==> config.mk <==
export PLATFORM = sky130hd
export DESIGN_NAME = uart_rx
export DESIGN_NICKNAME = d
export VERILOG_FILES = /design/src/rtl/uart_pkg.sv /design/src/rtl/sync_ff.sv /design/src/rtl/uart_rx.sv
export SDC_FILE = /design/constraint.sdc
export NUM_CORES = 1
export LEC_CHECK = 0
export ABC_AREA = 1
export BUFFER_PORTS_ARGS = -buffer_cell sky130_fd_sc_hd__buf_2
export CORE_UTILIZATION = 35
export CTS_CLUSTER_SIZE = 12
export DETAILED_ROUTE_END_ITERATION = 6
export PLACE_DENSITY_LB_ADDON = 0.15
export REMOVE_ABC_BUFFERS = 1
export SKIP_CTS_REPAIR_TIMING = 1
export SYNTH_ARGS = -nofsm -noshare
export SYNTH_HDL_FRONTEND = slang
export SYNTH_HIERARCHICAL = 1
export SYNTH_SLANG_ARGS = --single-unit
==> constraint.sdc <==
create_clock -name clk -period 4.35 [get_ports clk]
set_input_delay 1.0875 -clock clk [delete_from_list [all_inputs] [get_ports clk]]
set_output_delay 1.0875 -clock clk [all_outputs]
set_load 0.02 [all_outputs]
==> src/rtl/uart_pkg.sv <==
// rtl/uart_pkg.sv - shared UART types and frame helpers
package uart_pkg;

    typedef enum logic [1:0] {
        PARITY_NONE = 2'd0,
        PARITY_EVEN = 2'd1,
        PARITY_ODD  = 2'd2
    } parity_t;

    typedef enum logic [2:0] {
        IDLE,
        START,
        DATA,
        PARITY,
        STOP
    } rx_state_t;

    // Total line bits in one frame, start bit included.
    function automatic int frame_bits(input int data_bits, input int parity, input int stop_bits);
        return 1 + data_bits + ((parity != int'(PARITY_NONE)) ? 1 : 0) + stop_bits;
    endfunction

endpackage

==> src/rtl/sync_ff.sv <==
// rtl/sync_ff.sv - N-stage flop synchronizer for an asynchronous input
module sync_ff #(
    parameter int   Stages     = 2,
    parameter logic ResetValue = 1'b1
) (
    input  logic clk,
    input  logic rst_n,
    input  logic i_d,
    output logic o_q
);

    if (Stages < 2) begin : g_chk_stages
        $error("sync_ff: Stages must be >= 2");
    end

    logic [Stages-1:0] r_sync;

    always_ff @(posedge clk or negedge rst_n) begin
        if (!rst_n) begin
            r_sync <= {Stages{ResetValue}};
        end else begin
            r_sync <= {r_sync[Stages-2:0], i_d};
        end
    end

    assign o_q = r_sync[Stages-1];

endmodule

==> src/rtl/uart_rx.sv <==
// rtl/uart_rx.sv - UART receiver: centre-sampled frames delivered over valid/ready
module uart_rx
    import uart_pkg::*;
#(
    parameter int BaudDivider = 8,
    parameter int DataBits    = 8,
    parameter int StopBits    = 1,
    parameter int Parity      = 0
) (
    input  logic                clk,
    input  logic                rst_n,
    input  logic                rx_in,
    output logic [DataBits-1:0] data_out,
    output logic                data_out_valid,
    input  logic                data_out_ready,
    output logic                parity_error,
    output logic                frame_error,
    output logic                overrun,
    output logic                busy
);

    if (BaudDivider < 4) begin : g_chk_baud
        $error("uart_rx: BaudDivider must be >= 4");
    end
    if (DataBits < 5 || DataBits > 9) begin : g_chk_data
        $error("uart_rx: DataBits must be 5..9");
    end
    if (StopBits < 1 || StopBits > 2) begin : g_chk_stop
        $error("uart_rx: StopBits must be 1 or 2");
    end
    if (Parity < int'(PARITY_NONE) || Parity > int'(PARITY_ODD)) begin : g_chk_parity
        $error("uart_rx: Parity must be 0, 1 or 2");
    end

    localparam int CNT_W = $clog2(BaudDivider);
    localparam int BIT_W = $clog2(DataBits + 2);
    localparam logic [CNT_W-1:0] HALF_LAST = CNT_W'(BaudDivider / 2 - 1);
    localparam logic [CNT_W-1:0] FULL_LAST = CNT_W'(BaudDivider - 1);
    localparam logic [BIT_W-1:0] DATA_LAST = BIT_W'(DataBits - 1);
    localparam logic [BIT_W-1:0] STOP_LAST = BIT_W'(StopBits - 1);
    localparam bit PAR_EN  = (Parity != int'(PARITY_NONE));
    localparam bit PAR_ODD = (Parity == int'(PARITY_ODD));

    rx_state_t           r_state;
    rx_state_t           w_next;
    logic                w_rx_s;
    logic                r_prev;
    logic [CNT_W-1:0]    r_cnt;
    logic [BIT_W-1:0]    r_bit_cnt;
    logic [DataBits-1:0] r_shift;
    logic                r_par_bit;
    logic                r_ferr;
    logic                r_done;
    logic                w_start_edge;
    logic                w_half;
    logic                w_full;
    logic                w_last_data;
    logic                w_last_stop;
    logic                w_sample;
    logic                w_frame_done;
    logic                w_par_xor;
    logic                w_par_err;

    sync_ff #(
        .Stages    (2),
        .ResetValue(1'b1)
    ) u_sync (
        .clk  (clk),
        .rst_n(rst_n),
        .i_d  (rx_in),
        .o_q  (w_rx_s)
    );

    // Start needs a seen high-to-low edge, so a held-low line never retriggers.
    assign w_start_edge = r_prev & ~w_rx_s;
    assign w_half       = (r_cnt == HALF_LAST);
    assign w_full       = (r_cnt == FULL_LAST);
    assign w_last_data  = (r_bit_cnt == DATA_LAST);
    assign w_last_stop  = (r_bit_cnt == STOP_LAST);
    assign w_par_xor    = ^{r_shift, r_par_bit};
    assign w_par_err    = PAR_EN && (w_par_xor ^ PAR_ODD);

    always_ff @(posedge clk or negedge rst_n) begin
        if (!rst_n) begin
            r_state <= IDLE;
        end else begin
            r_state <= w_next;
        end
    end

    always_comb begin
        w_next = r_state;
        case (r_state)
            IDLE:    if (w_start_edge) w_next = START;
            START:   if (w_half) w_next = w_rx_s ? IDLE : DATA;
            DATA:    if (w_full && w_last_data) w_next = PAR_EN ? PARITY : STOP;
            PARITY:  if (w_full) w_next = STOP;
            STOP:    if (w_full && w_last_stop) w_next = IDLE;
            default: w_next = IDLE;
        endcase
    end

    always_comb begin
        w_sample = 1'b0;
        case (r_state)
            START:              w_sample = w_half;
            DATA, PARITY, STOP: w_sample = w_full;
            default:            w_sample = 1'b0;
        endcase
        w_frame_done = (r_state == STOP) && w_full && w_last_stop;
        busy         = (r_state != IDLE);
    end

    always_ff @(posedge clk or negedge rst_n) begin
        if (!rst_n) begin
            r_prev    <= 1'b1;
            r_cnt     <= '0;
            r_bit_cnt <= '0;
            r_shift   <= '0;
            r_par_bit <= 1'b0;
            r_ferr    <= 1'b0;
            r_done    <= 1'b0;
        end else begin
            r_prev <= w_rx_s;
            r_done <= w_frame_done;
            if (r_state == IDLE || w_sample) begin
                r_cnt <= '0;
            end else begin
                r_cnt <= r_cnt + 1'b1;
            end
            if (r_state == IDLE && w_start_edge) begin
                r_ferr <= 1'b0;
            end
            if (w_sample) begin
                case (r_state)
                    START: r_bit_cnt <= '0;
                    DATA: begin
                        r_shift   <= {w_rx_s, r_shift[DataBits-1:1]};
                        r_bit_cnt <= w_last_data ? '0 : r_bit_cnt + 1'b1;
                    end
                    PARITY: r_par_bit <= w_rx_s;
                    STOP: begin
                        if (!w_rx_s) begin
                            r_ferr <= 1'b1;
                        end
                        r_bit_cnt <= r_bit_cnt + 1'b1;
                    end
                    default: ;
                endcase
            end
        end
    end

    // A completing frame replaces the word only if the slot is empty or being drained.
    always_ff @(posedge clk or negedge rst_n) begin
        if (!rst_n) begin
            data_out       <= '0;
            data_out_valid <= 1'b0;
            parity_error   <= 1'b0;
            frame_error    <= 1'b0;
            overrun        <= 1'b0;
        end else begin
            overrun <= 1'b0;
            if (r_done) begin
                if (!data_out_valid || data_out_ready) begin
                    data_out       <= r_shift;
                    parity_error   <= w_par_err;
                    frame_error    <= r_ferr;
                    data_out_valid <= 1'b1;
                end else begin
                    overrun <= 1'b1;
                end
            end else if (data_out_valid && data_out_ready) begin
                data_out_valid <= 1'b0;
            end
        end
    end

endmodule
* After elaboration in Yosys (flattened, before gate mapping)
Index checks and enable logic that the tools add are counted.
** Cells by class
- $add $sub $neg :: 2
- Equality and inequality tests :: 13
- Multiplexer cells :: 20
- Bitwise operators :: 2
- Reduce and logical (&&, ||, !) cells :: 20
** Operators by type and width (count)
- $mux 3 :: 6
- $pmux 3 s5 :: 1
- $pmux 4 s3 :: 1
- $ne 2x2->1 const B :: 5
- $eq 3x2->1 const B :: 3
- $mux 1 :: 9
- $reduce_and 2->1 :: 4
- $eq 3x3->1 const B :: 2
- $logic_and 1x1->1 :: 6
- $reduce_bool 3->1 :: 2
- $reduce_and 5->1 :: 1
- $add 4x1->4 const B :: 1
- $eq 4x3->1 const B :: 1
- $logic_not 4->1 :: 1
- $mux 4 :: 1
- $add 3x1->3 const B :: 1
- $eq 3x1->1 const B :: 1
- $logic_not 3->1 :: 1
- $reduce_or 3->1 :: 1
- $logic_or 1x1->1 :: 2
- $mux 2 :: 1
- $ne 2x1->1 const B :: 1
- $pmux 1 s2 :: 1
- $reduce_bool 2->1 :: 1
- other kinds (3) :: 3
** Storage, ports and cells
- Register bits after elaboration :: 34
- Output and inout bits :: 13
- Word-level logic and storage cells :: 69

* Depth between registers and ports, before layout
- Word-level depth :: 7
- Gate-level depth with buffers :: 9

* Cells and area by module
Netlist, hierarchy kept.
** By module, submodules not included
- uart_rx :: times used 1, cells an instance 179, area each 1496.4 um^2, seq. area each 802.0 um^2
- sync_ff :: times used 1, cells an instance 2, area each 52.6 um^2, seq. area each 52.6 um^2

* Worst setup path before layout
Ideal clock, no wire load.
- Path type :: reg2out
- From :: reg r_state[1]
- To :: out busy
- Arrival :: 0.740 ns
- Data required time :: 3.263 ns
- Setup slack :: 2.522 ns
- Stages on the path, launching flop included :: 3
- Buffers on the path :: 0
- Cell sequence :: dfrtp_1 nor2_1 nand2_1
** Between the ends
- Word-level cells in the longest chain between the ends :: 1
** RTL lines
- start, declared :: RTL line uart_rx.sv:44 : rx_state_t r_state;
- start signal, assigned :: RTL line uart_rx.sv:87 : r_state <= w_next;
- $reduce_bool 3->1 :: RTL line uart_rx.sv:111 : busy = (r_state != IDLE);
- end, declared :: RTL line uart_rx.sv:19 : output logic busy
No other way between the ends.

* Worst setup path after layout
Ends and elaborated chain as after synthesis.

==> flow_summary_export.csv <==
group,metric,value,unit
status,status,"complete, no violations",
clock_tree,cts-root-buf,"clkbuf_8",
timing,hold_viol,0,
floorplan,start_util,0.3764,
logic_synthesis,synth.mux.area_fraction,0.007270,
logic_synthesis,syn_inst,181,
timing,worst_pin_slew,0.7588,ns
detailed_routing,drtPass1Iterations,4,
logic_synthesis,netlist_area,0.001549,mm^2
critical_path,r2r_cells,4,
floorplan,num_io_pins,17,
logic_synthesis,avgSynthCellArea,8.558,um^2
logic_synthesis,synth_top_family_by_area,"simple AND/OR/NAND/NOR gates",
place,placed_cell_area,0.001665,mm^2
global_routing,grt_pass1_wl,5106,um
floorplan,core_region_area,0.004115,mm^2
critical_path,arrival,1.19,ns
critical_path,end_kind,"output pin",
place,dpl.hpwl,2015,um
logic_synthesis,synth_edf_count,0,
critical_path,cp_max_fo,7,
clock_tree,ctsHtreeMaxLevel,2,
clock_tree,cts_buffers,5,
detailed_routing,drt-total-wl,2907,um
place,gp_congestion,0.8350,
detailed_routing,via_per_inst,4.816,
detailed_routing,wl_met2,1317,um
final_layout,diodes,0,
floorplan,die_area,0.004696,mm^2
detailed_routing,route.met3.wl,102,um
clock_tree,clkSlewWorstSetupHoldPaths,0.06,ns
global_routing,grt_antenna_before_repair,0,
logic_synthesis,synthAdderAreaFrac,0.04847,
timing,clock_skew,0.003894,ns
global_routing,grt_pass1_vias,1140,
logic_synthesis,async_flop_share,1.000,
final_layout,multiInputGateArea,586.8,um^2
timing,slew_viol_final,0,
final_layout,regArea,854.6,um^2
detailed_routing,via_count,1204,
place,pre_cts_ws,2.154,ns
final_layout,final_cell_area,0.001772,mm^2
floorplan,die_w,68.53,um
critical_path,crit_chain,"nor2_1 -> nand2_1 -> buf_2",
clock_tree,cts_sinks,34,
logic_synthesis,ys_types,21,
logic_synthesis,synthSimpleGateAreaFrac,0.2488,
timing,rsz0062_at_grt,"false",
pwr,vdd_drop_max,0.2201,mV
critical_path,cp_slowest_cell,"dfrtp_1",
final_layout,final_nets,209,
final_layout,drive_above_1_share,0.1500,
critical_path,required,3.26,ns
timing,period_share,0.5234,
timing,fmax,0.4392,GHz
timing,worst_slack,2.073,ns
critical_path,critPathLaunchType,"register",
detailed_routing,drc,0,
clock_tree,clock_latency,0.28,ns
detailed_routing,ant_nets,0,
pwr,power_leakage,0.9016,nW
final_layout,postLayoutCoreUtil,0.4305,
global_routing,track_usage,0.1542,
logic_synthesis,synth_ff_type,"dfrtp_1",
detailed_routing,routed.top_layer,"met4",
clock_tree,clockBufferDepth,2,
critical_path,r2r-start,"r_cnt[0]",
job,maxCapViolCount,0,
detailed_routing,met1_length,1432,um
critical_path,rrSetupSlack,2.59,ns
clock_tree,cts_tree,"done",
critical_path,critPathKind,"reg2out",
worst_hold_path,min_path_cells,0,
timing,finalSetupTns,0,ns
final_layout,num-fill-cells,420,
final_layout,area_delta_synth_final,14.38,%
logic_synthesis,yosysWarnings,6,
timing,finalSetupViolCount,0,
global_routing,grt_max_degree,35,
critical_path,worstSetupStartpoint,"r_state[1]",
logic_synthesis,synth_compound_area_frac,0.06624,
critical_path,critPathMaxStageDelay,0.46,ns
pwr,power_density,481.5,mW/mm^2
detailed_routing,drt_iter0_drc,47,
logic_synthesis,synth_xor_area_frac,0.005654,
detailed_routing,wl_per_cell,11.63,um
logic_synthesis,yosysSeqAreaShare,0.5517,
floorplan,fp.dieH,68.53,um
worst_hold_path,hp-start,"u_sync/r_sync[0]",
timing,min_period,2.277,ns
place,io_buffers,15,
logic_synthesis,synth_seq_cells,34,
floorplan,num_rows,23,
global_routing,grt.overflow.total,0,
timing,max_slew_margin,0.4941,
worst_hold_path,hold_path.class,"reg2reg",
logic make-up (layout without fill, tap and decap cells):
kind of cell | count (synthesis) | count (layout)
flip-flops | 34 | 34
XOR/XNOR | 1 | 1
AO/OA/AOI/OAI | 20 | 20
multiplexers | 1 | 1
adder cells (fa/ha/maj) | 6 | 6
other | 1 | 1
buffers and inverters | 27 | 46
AND/OR/NAND/NOR | 91 | 91
power by group:
| part | switching [mW] | leakage (nW) | total (mW) | internal (mW) |
|---|---|---|---|---|
| Clock | 0.109 | 0.0524 | 0.281 | 0.171 |
| Combinational | 0.130 | 0.390 | 0.192 | 0.0619 |
| Sequential | 0.0337 | 0.459 | 0.381 | 0.347 |
| Total | 0.273 | 0.902 | 0.853 | 0.580 |
state kept, by name (all words and copies together) (netlist names):
name	cells
data_out	8
r_bit_cnt	4
u_sync/r_sync	2
frame_error	1
r_state	3
r_ferr	1
overrun	1
r_done	1
data_out_valid	1
r_cnt	3
r_shift	8
r_prev	1
per-stage QoR:
stage	std cells	hold WS, ns	total power [mW]
2_1_floorplan	177	0.3452	0.5228
3_3_place_gp	242	0.3465	0.5681
3_5_place_dp	242	0.3498	0.5782
4_1_cts	250	0.3600	0.8674
5_1_grt	250	0.3653	0.9202
6_report	250	0.3572	0.8531
synth_stat cells, types with 2 or more instances:
master   instances  area share
nor3_1           3      0.0097
nand2_2          3       0.012
nand2_1         48        0.12
inv_2            2      0.0048
o21ai_0         16       0.052
ha_1             6       0.048
dfrtp_1         31        0.50
a21oi_1          3      0.0097
nor2_1          18       0.044
dfstp_2          3       0.051
nand4_1          5       0.020
inv_1           21       0.051
nand3_1         13       0.042
buf_2            2      0.0065
per-layer routing:
| metal | global-route usage | vias up |
|---|---|---|
| li1 | - | 608 |
| met1 | 0.1940 | 572 |
| met2 | 0.2402 | 18 |
| met3 | 0.04934 | 6 |
| met4 | 0.07031 | 0 |
| met5 | 0 | - |
worst max-delay path: cells and delay by family, from the launching register on:
family	cells	cell delay [ns]
buffers and inverters	1	0.17
and+or+nand+nor	2	0.28
DFF	1	0.46
area by class of cell:
type / instances / share of cell area
Sequential cell: 34 / 0.4823
Multi-Input combinational cell: 120 / 0.3312
Inverter: 23 / 0.04873
Clock buffer: 7 / 0.04308
Timing Repair Buffer: 15 / 0.04237
Tap cell: 50 / 0.03531
Clock inverter: 1 / 0.01695
cell usage in the layout (no fill, tap or decap):
master and count:
nand4_1 5, dfrtp_1 31, ha_1 6, nand3b_1 1, mux2_2 1, xnor2_1 1
nand2_1 48, bufinv_16 1, a21oi_1 3, inv_2 2, clkbuf_1 2, o21ai_0 16
nand3_1 13, clkbuf_8 5, dfstp_2 3, nand2_2 3, buf_2 15, inv_1 21
nor3_1 3, a22oi_1 1, conb_1 1, nor2_1 18
worst paths after layout:
| path | endpoint |
|---|---|
| worst max-delay path | busy |
| worst min-delay path | u_sync/r_sync[1] |
| worst max register to register | r_shift[1] |
| worst min register to register | u_sync/r_sync[1] |
| max in group asynchronous | data_out[7] |
| min in group asynchronous | data_out_valid |
Power figures use the tool's default switching activity.
